===== config.mk =====
export PLATFORM = sky130hd
export DESIGN_NAME = ccff_chain_loader
export DESIGN_NICKNAME = d
export VERILOG_FILES = /design/src/rtl/ccff_loader_pkg.sv /design/src/rtl/ccff_chain_loader.sv
export SDC_FILE = /design/constraint.sdc
export NUM_CORES = 1
export LEC_CHECK = 0
export CORE_MARGIN = 5
export CORE_UTILIZATION = 44
export DETAILED_ROUTE_END_ITERATION = 7
export PLACE_DENSITY = 0.82
export SKIP_LAST_GASP = 1
export SLEW_MARGIN = 25
export SYNTH_ARGS = -nofsm -noshare
export SYNTH_HDL_FRONTEND = slang
export SYNTH_SLANG_ARGS = --single-unit

===== constraint.sdc =====
create_clock -name prog_clk -period 4.7 [get_ports prog_clk]
set_clock_uncertainty 0.05 [all_clocks]
set_input_delay 0.47 -clock prog_clk [delete_from_list [all_inputs] [get_ports prog_clk]]
set_output_delay 0.47 -clock prog_clk [all_outputs]
set_load 0.05 [all_outputs]

===== src/rtl/ccff_loader_pkg.sv =====
// Shared types and helpers for the configuration-chain loader.
package ccff_loader_pkg;

    typedef enum logic [1:0] {
        IDLE  = 2'd0,
        SHIFT = 2'd1,
        DONE  = 2'd2
    } state_t;

    // Number of bits of byte `byte_idx` that belong to a chain of `chain_len` bits.
    // Every byte carries 8 bits except a trailing partial byte.
    function automatic logic [3:0] bits_used(input int unsigned byte_idx,
                                             input int unsigned chain_len);
        int unsigned num_bytes;
        int unsigned rem;
        num_bytes = (chain_len + 7) / 8;
        rem       = chain_len % 8;
        if (byte_idx == num_bytes - 1 && rem != 0) begin
            return 4'(rem);
        end
        return 4'd8;
    endfunction

endpackage


===== src/rtl/ccff_chain_loader.sv =====
// Serialises a byte-stream bitstream MSB-first onto the ccff chain head,
// with a per-bit clock enable for the fabric's prog_clk gate.
module ccff_chain_loader
    import ccff_loader_pkg::*;
#(
    parameter int unsigned CHAIN_LEN = 15,
    parameter int unsigned CNT_W     = $clog2(CHAIN_LEN + 1)
) (
    input  logic             prog_clk,
    input  logic             prog_reset_n,
    input  logic             start,
    input  logic             abort,
    input  logic [7:0]       cfg_data,
    input  logic             cfg_valid,
    output logic             cfg_ready,
    output logic             ccff_head,
    output logic             ccff_clk_en,
    output logic             busy,
    output logic             done,
    output logic [CNT_W-1:0] bit_count
);

    localparam int unsigned NUM_BYTES = (CHAIN_LEN + 7) / 8;
    localparam int unsigned BYTE_W    = $clog2(NUM_BYTES + 1);

    state_t              state;
    state_t              state_next;
    logic [7:0]          sr;
    logic [3:0]          sr_cnt;
    logic [BYTE_W-1:0]   byte_cnt;
    logic [CNT_W-1:0]    bit_cnt;
    logic                accept;
    logic                last_bit;
    logic                load_start;

    // Outputs are decoded purely from registered state so the fabric
    // gate never sees a combinational path from the stream inputs.
    assign busy        = (state == SHIFT);
    assign done        = (state == DONE);
    assign ccff_clk_en = busy && (sr_cnt != 4'd0);
    assign ccff_head   = ccff_clk_en && sr[7];
    assign bit_count   = bit_cnt;

    // A new byte may land when the shifter is empty or is emitting its last bit,
    // which keeps back-to-back bytes bubble-free.
    assign cfg_ready = busy
                    && ((sr_cnt == 4'd0) || ((sr_cnt == 4'd1) && ccff_clk_en))
                    && (byte_cnt < BYTE_W'(NUM_BYTES));

    assign accept     = cfg_valid && cfg_ready;
    assign last_bit   = ccff_clk_en && (bit_cnt == CNT_W'(CHAIN_LEN - 1));
    assign load_start = start && (state != SHIFT);

    // State register.
    always_ff @(posedge prog_clk) begin
        if (!prog_reset_n) begin
            state <= IDLE;
        end else begin
            state <= state_next;
        end
    end

    // Next-state decode; abort overrides everything else.
    always_comb begin
        state_next = state;
        if (abort) begin
            state_next = IDLE;
        end else begin
            case (state)
                IDLE:    if (start)    state_next = SHIFT;
                SHIFT:   if (last_bit) state_next = DONE;
                DONE:    if (start)    state_next = SHIFT;
                default:               state_next = IDLE;
            endcase
        end
    end

    // Shift register, bit counter and byte counter.
    always_ff @(posedge prog_clk) begin
        if (!prog_reset_n || abort || load_start) begin
            sr       <= '0;
            sr_cnt   <= '0;
            byte_cnt <= '0;
            bit_cnt  <= '0;
        end else if (busy) begin
            if (ccff_clk_en) begin
                sr      <= {sr[6:0], 1'b0};
                sr_cnt  <= sr_cnt - 4'd1;
                bit_cnt <= bit_cnt + CNT_W'(1);
            end
            // A load on the last-bit cycle replaces the (now empty) shifter.
            if (accept) begin
                sr       <= cfg_data;
                sr_cnt   <= bits_used(32'(byte_cnt), CHAIN_LEN);
                byte_cnt <= byte_cnt + BYTE_W'(1);
            end
        end
    end

endmodule

-- Word-level counts from Yosys, hierarchy flattened
Index checks and enable logic that the tools add are counted.
- flip-flop bits (word level): 20
- input port bits: 13
- output and inout bits: 9
- logic and storage cells: 53
- add/sub/neg operators: 3
- order comparisons: 1
- equal/unequal tests: 8
- multiplexer cells: 13
- bitwise operators: 1
- reduce and logical (&&, ||, !) cells: 22
- operators with widths (operator ; count):
    two-way mux 4 bit ; 4
    two-way mux 8 bit ; 2
    logical AND 1 bit ; 8
    AND reduction 2 bit ; 4
    != test 2 x 1 -> 1 bit (second input constant) ; 3
    adder 4 x 1 -> 4 bit (second input constant) ; 1
    equality test 2 x 1 -> 1 bit (second input constant) ; 2
    equality test 4 x 1 -> 1 bit (second input constant) ; 1
    equality test 4 bit (second input constant) ; 1
    logical NOT 4 bit ; 1
    two-way mux 1 bit ; 4
    two-way mux 2 bit ; 2
    case mux 2 bit (2 select lines) ; 1
    nonzero test 4 bit ; 1
    OR reduction 2 bit ; 2
    subtractor 4 x 1 -> 4 bit (second input constant) ; 1
    logical OR 1 bit ; 3
    adder 2 x 1 -> 2 bit (second input constant) ; 1
    equality test 2 bit (second input constant) ; 1
    logical NOT 2 bit ; 1
    < comparator 2 bit (second input constant) ; 1
    nonzero test 2 bit ; 1
    logical NOT 1 bit ; 1
    inverter 1 bit ; 1

-- Logic depth before layout (Yosys ltp)
- depth after elaboration: 12
- gate-level depth with buffers: 9
- mapped depth without buffers: 7

-- Least setup slack after synthesis
No wires, ideal clock.
- kind: reg2out
- from: register sr_cnt[0]
- to: output port cfg_ready
- arrival time: 1.740 ns
- required time: 4.180 ns
- slack: 2.440 ns
- cell stages (with the launch flop): 5
- buffers on the path: 0
- cell sequence: dfxtp_1 inv_1 ha_1 o21ai_0 nor3_1
- cells in the longest elaborated chain, start to end: 6
- elaborated cells on any way between the ends: 8
- those cells by class: eq/ne (1); reduce/logical (7)
- ends and longest elaborated chain (what ; RTL line ; source):
    start: declaration ; ccff_chain_loader.sv:29 ; logic [3:0] sr_cnt;
    start signal: assignment ; ccff_chain_loader.sv:88 ; sr_cnt <= sr_cnt - 4'd1;
    start signal: assignment ; ccff_chain_loader.sv:94 ; sr_cnt <= bits_used(32'(byte_cnt), CHAIN_LEN);
    nonzero test 4 bit ; ccff_chain_loader.sv:40 ; assign ccff_clk_en = busy && (sr_cnt != 4'd0);
    logical AND 1 bit ; ccff_chain_loader.sv:40 ;
    logical AND 1 bit ; ccff_chain_loader.sv:47 ; && ((sr_cnt == 4'd0) || ((sr_cnt == 4'd1) && ccff_clk_en))
    logical OR 1 bit (*) ; ccff_chain_loader.sv:47 ;
    logical AND 1 bit (*) ; ccff_chain_loader.sv:47 ;
    logical AND 1 bit (*) ; ccff_chain_loader.sv:48 ; && (byte_cnt < BYTE_W'(NUM_BYTES));
    end: declaration ; ccff_chain_loader.sv:15 ; output logic cfg_ready,
Every way passes the cells marked *; elsewhere a longest branch is shown, timed or not.

-- Worst setup path after layout
- from: register sr_cnt[0]
- to: output port ccff_clk_en
- cells in the longest elaborated chain, start to end: 2
- ends and longest elaborated chain (what ; RTL line ; source):
    nonzero test 4 bit ; ccff_chain_loader.sv:40 ;
    logical AND 1 bit ; ccff_chain_loader.sv:40 ;
    end: declaration ; ccff_chain_loader.sv:17 ; output logic ccff_clk_en,
No other way between the ends.

==> flow_summary.rst <==
.. list-table::
   :header-rows: 1

   * - Metric
     - Value
   * - Overall fraction of global-route tracks in use
     - about an eighth
   * - Pwr per Cell Area
     - 219 nW/µm²
   * - Final instance count without filler cells
     - 169
   * - Starting Density
     - a little under half
   * - Run status
     - completed
   * - Count of mapped cells out of synthesis
     - approximately 120
   * - Ant diodes
     - 0
   * - Cell total after placement
     - about 170
   * - Register-to-register path setup slack
     - about 2.8 ns
   * - Number of placement rows
     - 17
   * - Min-delay worst type
     - register to register
   * - Count of endpoints failing hold in the final timing report
     - 0
   * - Iteration-0 DRC Markers
     - 15
   * - Total setup violations reported at the end of the flow
     - 0
   * - Input/output buffers
     - 21
   * - Total number of vias
     - 871
   * - Quantity of hold-fixing buffers added after cts
     - 0
   * - Clock buffer depth
     - 2
   * - Total Die Area
     - between 3000 and 4000 µm²
   * - Library cell with the largest summed area after synthesis
     - sky130_fd_sc_hd__dfxtp_1
   * - Overall routed net length
     - roughly 2000 µm
   * - Most common cell in the synthesized netlist
     - sky130_fd_sc_hd__dfxtp_1
   * - Top achievable clock speed
     - 331 MHz
   * - DRC violations left
     - 0
   * - Transition time at the pin with the least slew margin
     - about 0.76 ns
   * - Synthesis warning total
     - 0
   * - Antenna violations before repair
     - 0
   * - Type of destination of the critical path
     - output port
   * - Top FF cell, synth
     - sky130_fd_sc_hd__dfxtp_1
   * - Standby leakage power
     - roughly 0.0004 µW
   * - Crit Path Class
     - register to output port
   * - Count of cells resized by post-cts repair
     - 0
   * - Cell types with the highest counts after synthesis
     - sky130_fd_sc_hd__dfxtp_1, sky130_fd_sc_hd__nand2_1, sky130_fd_sc_hd__a21oi_1, sky130_fd_sc_hd__o21ai_0
   * - Post-route worst setup slack
     - ~1.7 ns
   * - First-pass GRT wire length
     - between 3000 and 4000 µm
   * - Die Width
     - 58.4 µm
   * - Number of global-route vias before repair
     - around 830
   * - Antenna viol nets, final
     - 0
   * - Clock sinks
     - 20
   * - Relative slew slack
     - between 40% and 50%
   * - Post-DR wirelength/cell
     - 12.0 µm
   * - Number of buffers created by CTS
     - 3
   * - Count of state elements after synthesis
     - 20
   * - Post-DP HPWL
     - about 1600 µm
   * - Clock transition at the register clock pins on the worst setup and hold paths after CTS
     - 0.10 ns
   * - Root Driver
     - sky130_fd_sc_hd__clkbuf_4
   * - DP Worst Slack
     - 2.01 ns
   * - Unrepaired setup endpoints after global routing
     - no
   * - Area share of the largest cell type after synthesis
     - 38.8%
   * - First-pass detailed-route iteration total
     - 4
   * - Clock insertion delay at the later pin of the skew report
     - 0.28 ns
   * - Largest net degree at the start of global routing
     - 21
   * - Mean instance size in the synthesized netlist
     - ~8.5 µm²
   * - Final number of max-transition violations
     - 0
   * - Area of the placeable core
     - 2230 µm²
   * - Share of the clock period used by the worst path after layout
     - approximately 64%
   * - Relative area change from synthesis to final layout
     - 22.7%
   * - Avg Vias per Cell
     - 5.15
   * - Final RePlAce weighted congestion
     - ~0.83
   * - Post-CTS setup buffer count
     - 0
   * - CTS H-tree lvls
     - 1
   * - Crit path max fanout
     - 14
   * - CP required
     - roughly 4.2 ns
   * - Sequential fraction of the synthesis area
     - between 30% and 40%
   * - Sum of negative setup slack
     - 0 ns
   * - Data arrival time of the critical path
     - ~2.5 ns
   * - # IOs
     - 22
   * - Post-synthesis async set-or-reset flop share
     - 0%
   * - Number of nets in the finished design
     - 162
   * - Max-cap violations
     - 0
   * - Chip Height
     - ~60 µm
   * - Number of distinct library cells after synthesis
     - 32
   * - Synth Net Count
     - 141
   * - Fraction of final layout cells with drive strength greater than 1
     - under 10%
   * - Number of enable-type register cells in the synthesized netlist
     - 0
   * - Final standard cell utilization of the core
     - between 50% and 60%
   * - CTS tree
     - yes
   * - Biggest area contributors in the synthesized netlist
     - sky130_fd_sc_hd__dfxtp_1, sky130_fd_sc_hd__ha_1, sky130_fd_sc_hd__nand2_1
   * - Overflow left after global routing
     - 0
   * - Cell area after synthesis
     - 1030 µm²
   * - Launching element type of the critical path
     - register
   * - Maximum VDD drop
     - ~0.14 mV
   * - Final critical path time including I/O delays and setup
     - between 3 and 4 ns
## stage by stage
| step | hold slack [ns] | instance area, µm² | power (µW) |
|---|---|---|---|
| 2_1_floorplan | 0.393 | 1030 | 192 |
| 3_3_place_gp | 0.410 | 1240 | 205 |
| 3_5_place_dp | 0.409 | 1240 | 206 |
| 4_1_cts | 0.424 | 1260 | 280 |
| 5_1_grt | 0.446 | 1260 | 288 |
| 6_report | 0.421 | 1260 | 276 |
## flip-flops by register name, indices dropped and copies added (netlist names)
register and flops:
sr 8, bit_count 4, sr_cnt 4, byte_cnt 2
state 2
## placed cells by master, fill, tap and decap left out, drive strengths merged
master,netlist,layout
a21oi,11,11
a211oi,1,1
nand2b,5,5
a31oi,7,7
clkdlybuf4s50,0,21
and2,1,1
and3,2,2
o2111a,1,1
ha,6,6
nand3,4,4
nor3,2,2
dfxtp,20,20
xnor2,4,4
o211ai,1,1
nor2b,2,2
nand4,1,1
o21ai,9,9
a21o,1,1
inv,8,8
or3b,1,1
o2111ai,1,1
xor2,3,3
clkbuf,0,3
o221ai,1,1
nor2,7,7
nand2,18,18
## kinds of logic (layout without fill, tap and decap cells)
| logic type | count (synthesis) | after routing | share of synthesized area [%] |
|---|---|---|---|
| xor gates and xnor gates | 7 | 7 | 5.95 |
| and+or+nand+nor | 43 | 43 | 21.2 |
| AOI/OAI and AO/OA | 33 | 33 | 19.4 |
| adders and majority gates | 6 | 6 | 7.28 |
| buffers and inverters | 13 | 32 | 7.28 |
| DFF | 20 | 20 | 38.8 |
## final timing paths
kind | start | cells past startpoint | to
setup / recovery | sr_cnt[0] | 6 | ccff_clk_en
hold / removal | sr[7] | 2 | sr[7]
setup reg to reg | sr_cnt[0] | 5 | sr_cnt[3]
hold reg to reg | sr[7] | 2 | sr[7]
## cell type report
class	instances	area, µm²
fillers	204	968
multi-input cells	89	562
flip-flops and latches	20	400
repair buffers	21	210
inverters	8	35.0
well taps	28	35.0
clock buffers	3	22.5
## power by group
part / total, µW / switching, µW / internal, µW / leakage, µW
Clock: 74.0 / 44.4 / 29.6 / 0.0000138
Sequential: 172 / 0.963 / 171 / 0.000161
Combinational: 30.7 / 15.9 / 14.9 / 0.000235
## layer usage
layer / global-route usage (%) / part of all wire [%]
met1: 16.6 / 47
met2: 22.2 / 48
met3: 2.19 / 4.4
met4: 1.99 / 0.49
met5: 0 / 0
## worst max-delay path, stage by stage (launching register included)
cell,delay (ns)
sky130_fd_sc_hd__dfxtp_1,0.40
sky130_fd_sc_hd__inv_1,0.08
sky130_fd_sc_hd__ha_1,0.26
sky130_fd_sc_hd__or3b_1,0.40
sky130_fd_sc_hd__nand2_8,0.12
sky130_fd_sc_hd__inv_6,0.13
sky130_fd_sc_hd__clkdlybuf4s50_1,0.82
Power figures use the tool's default switching activity.
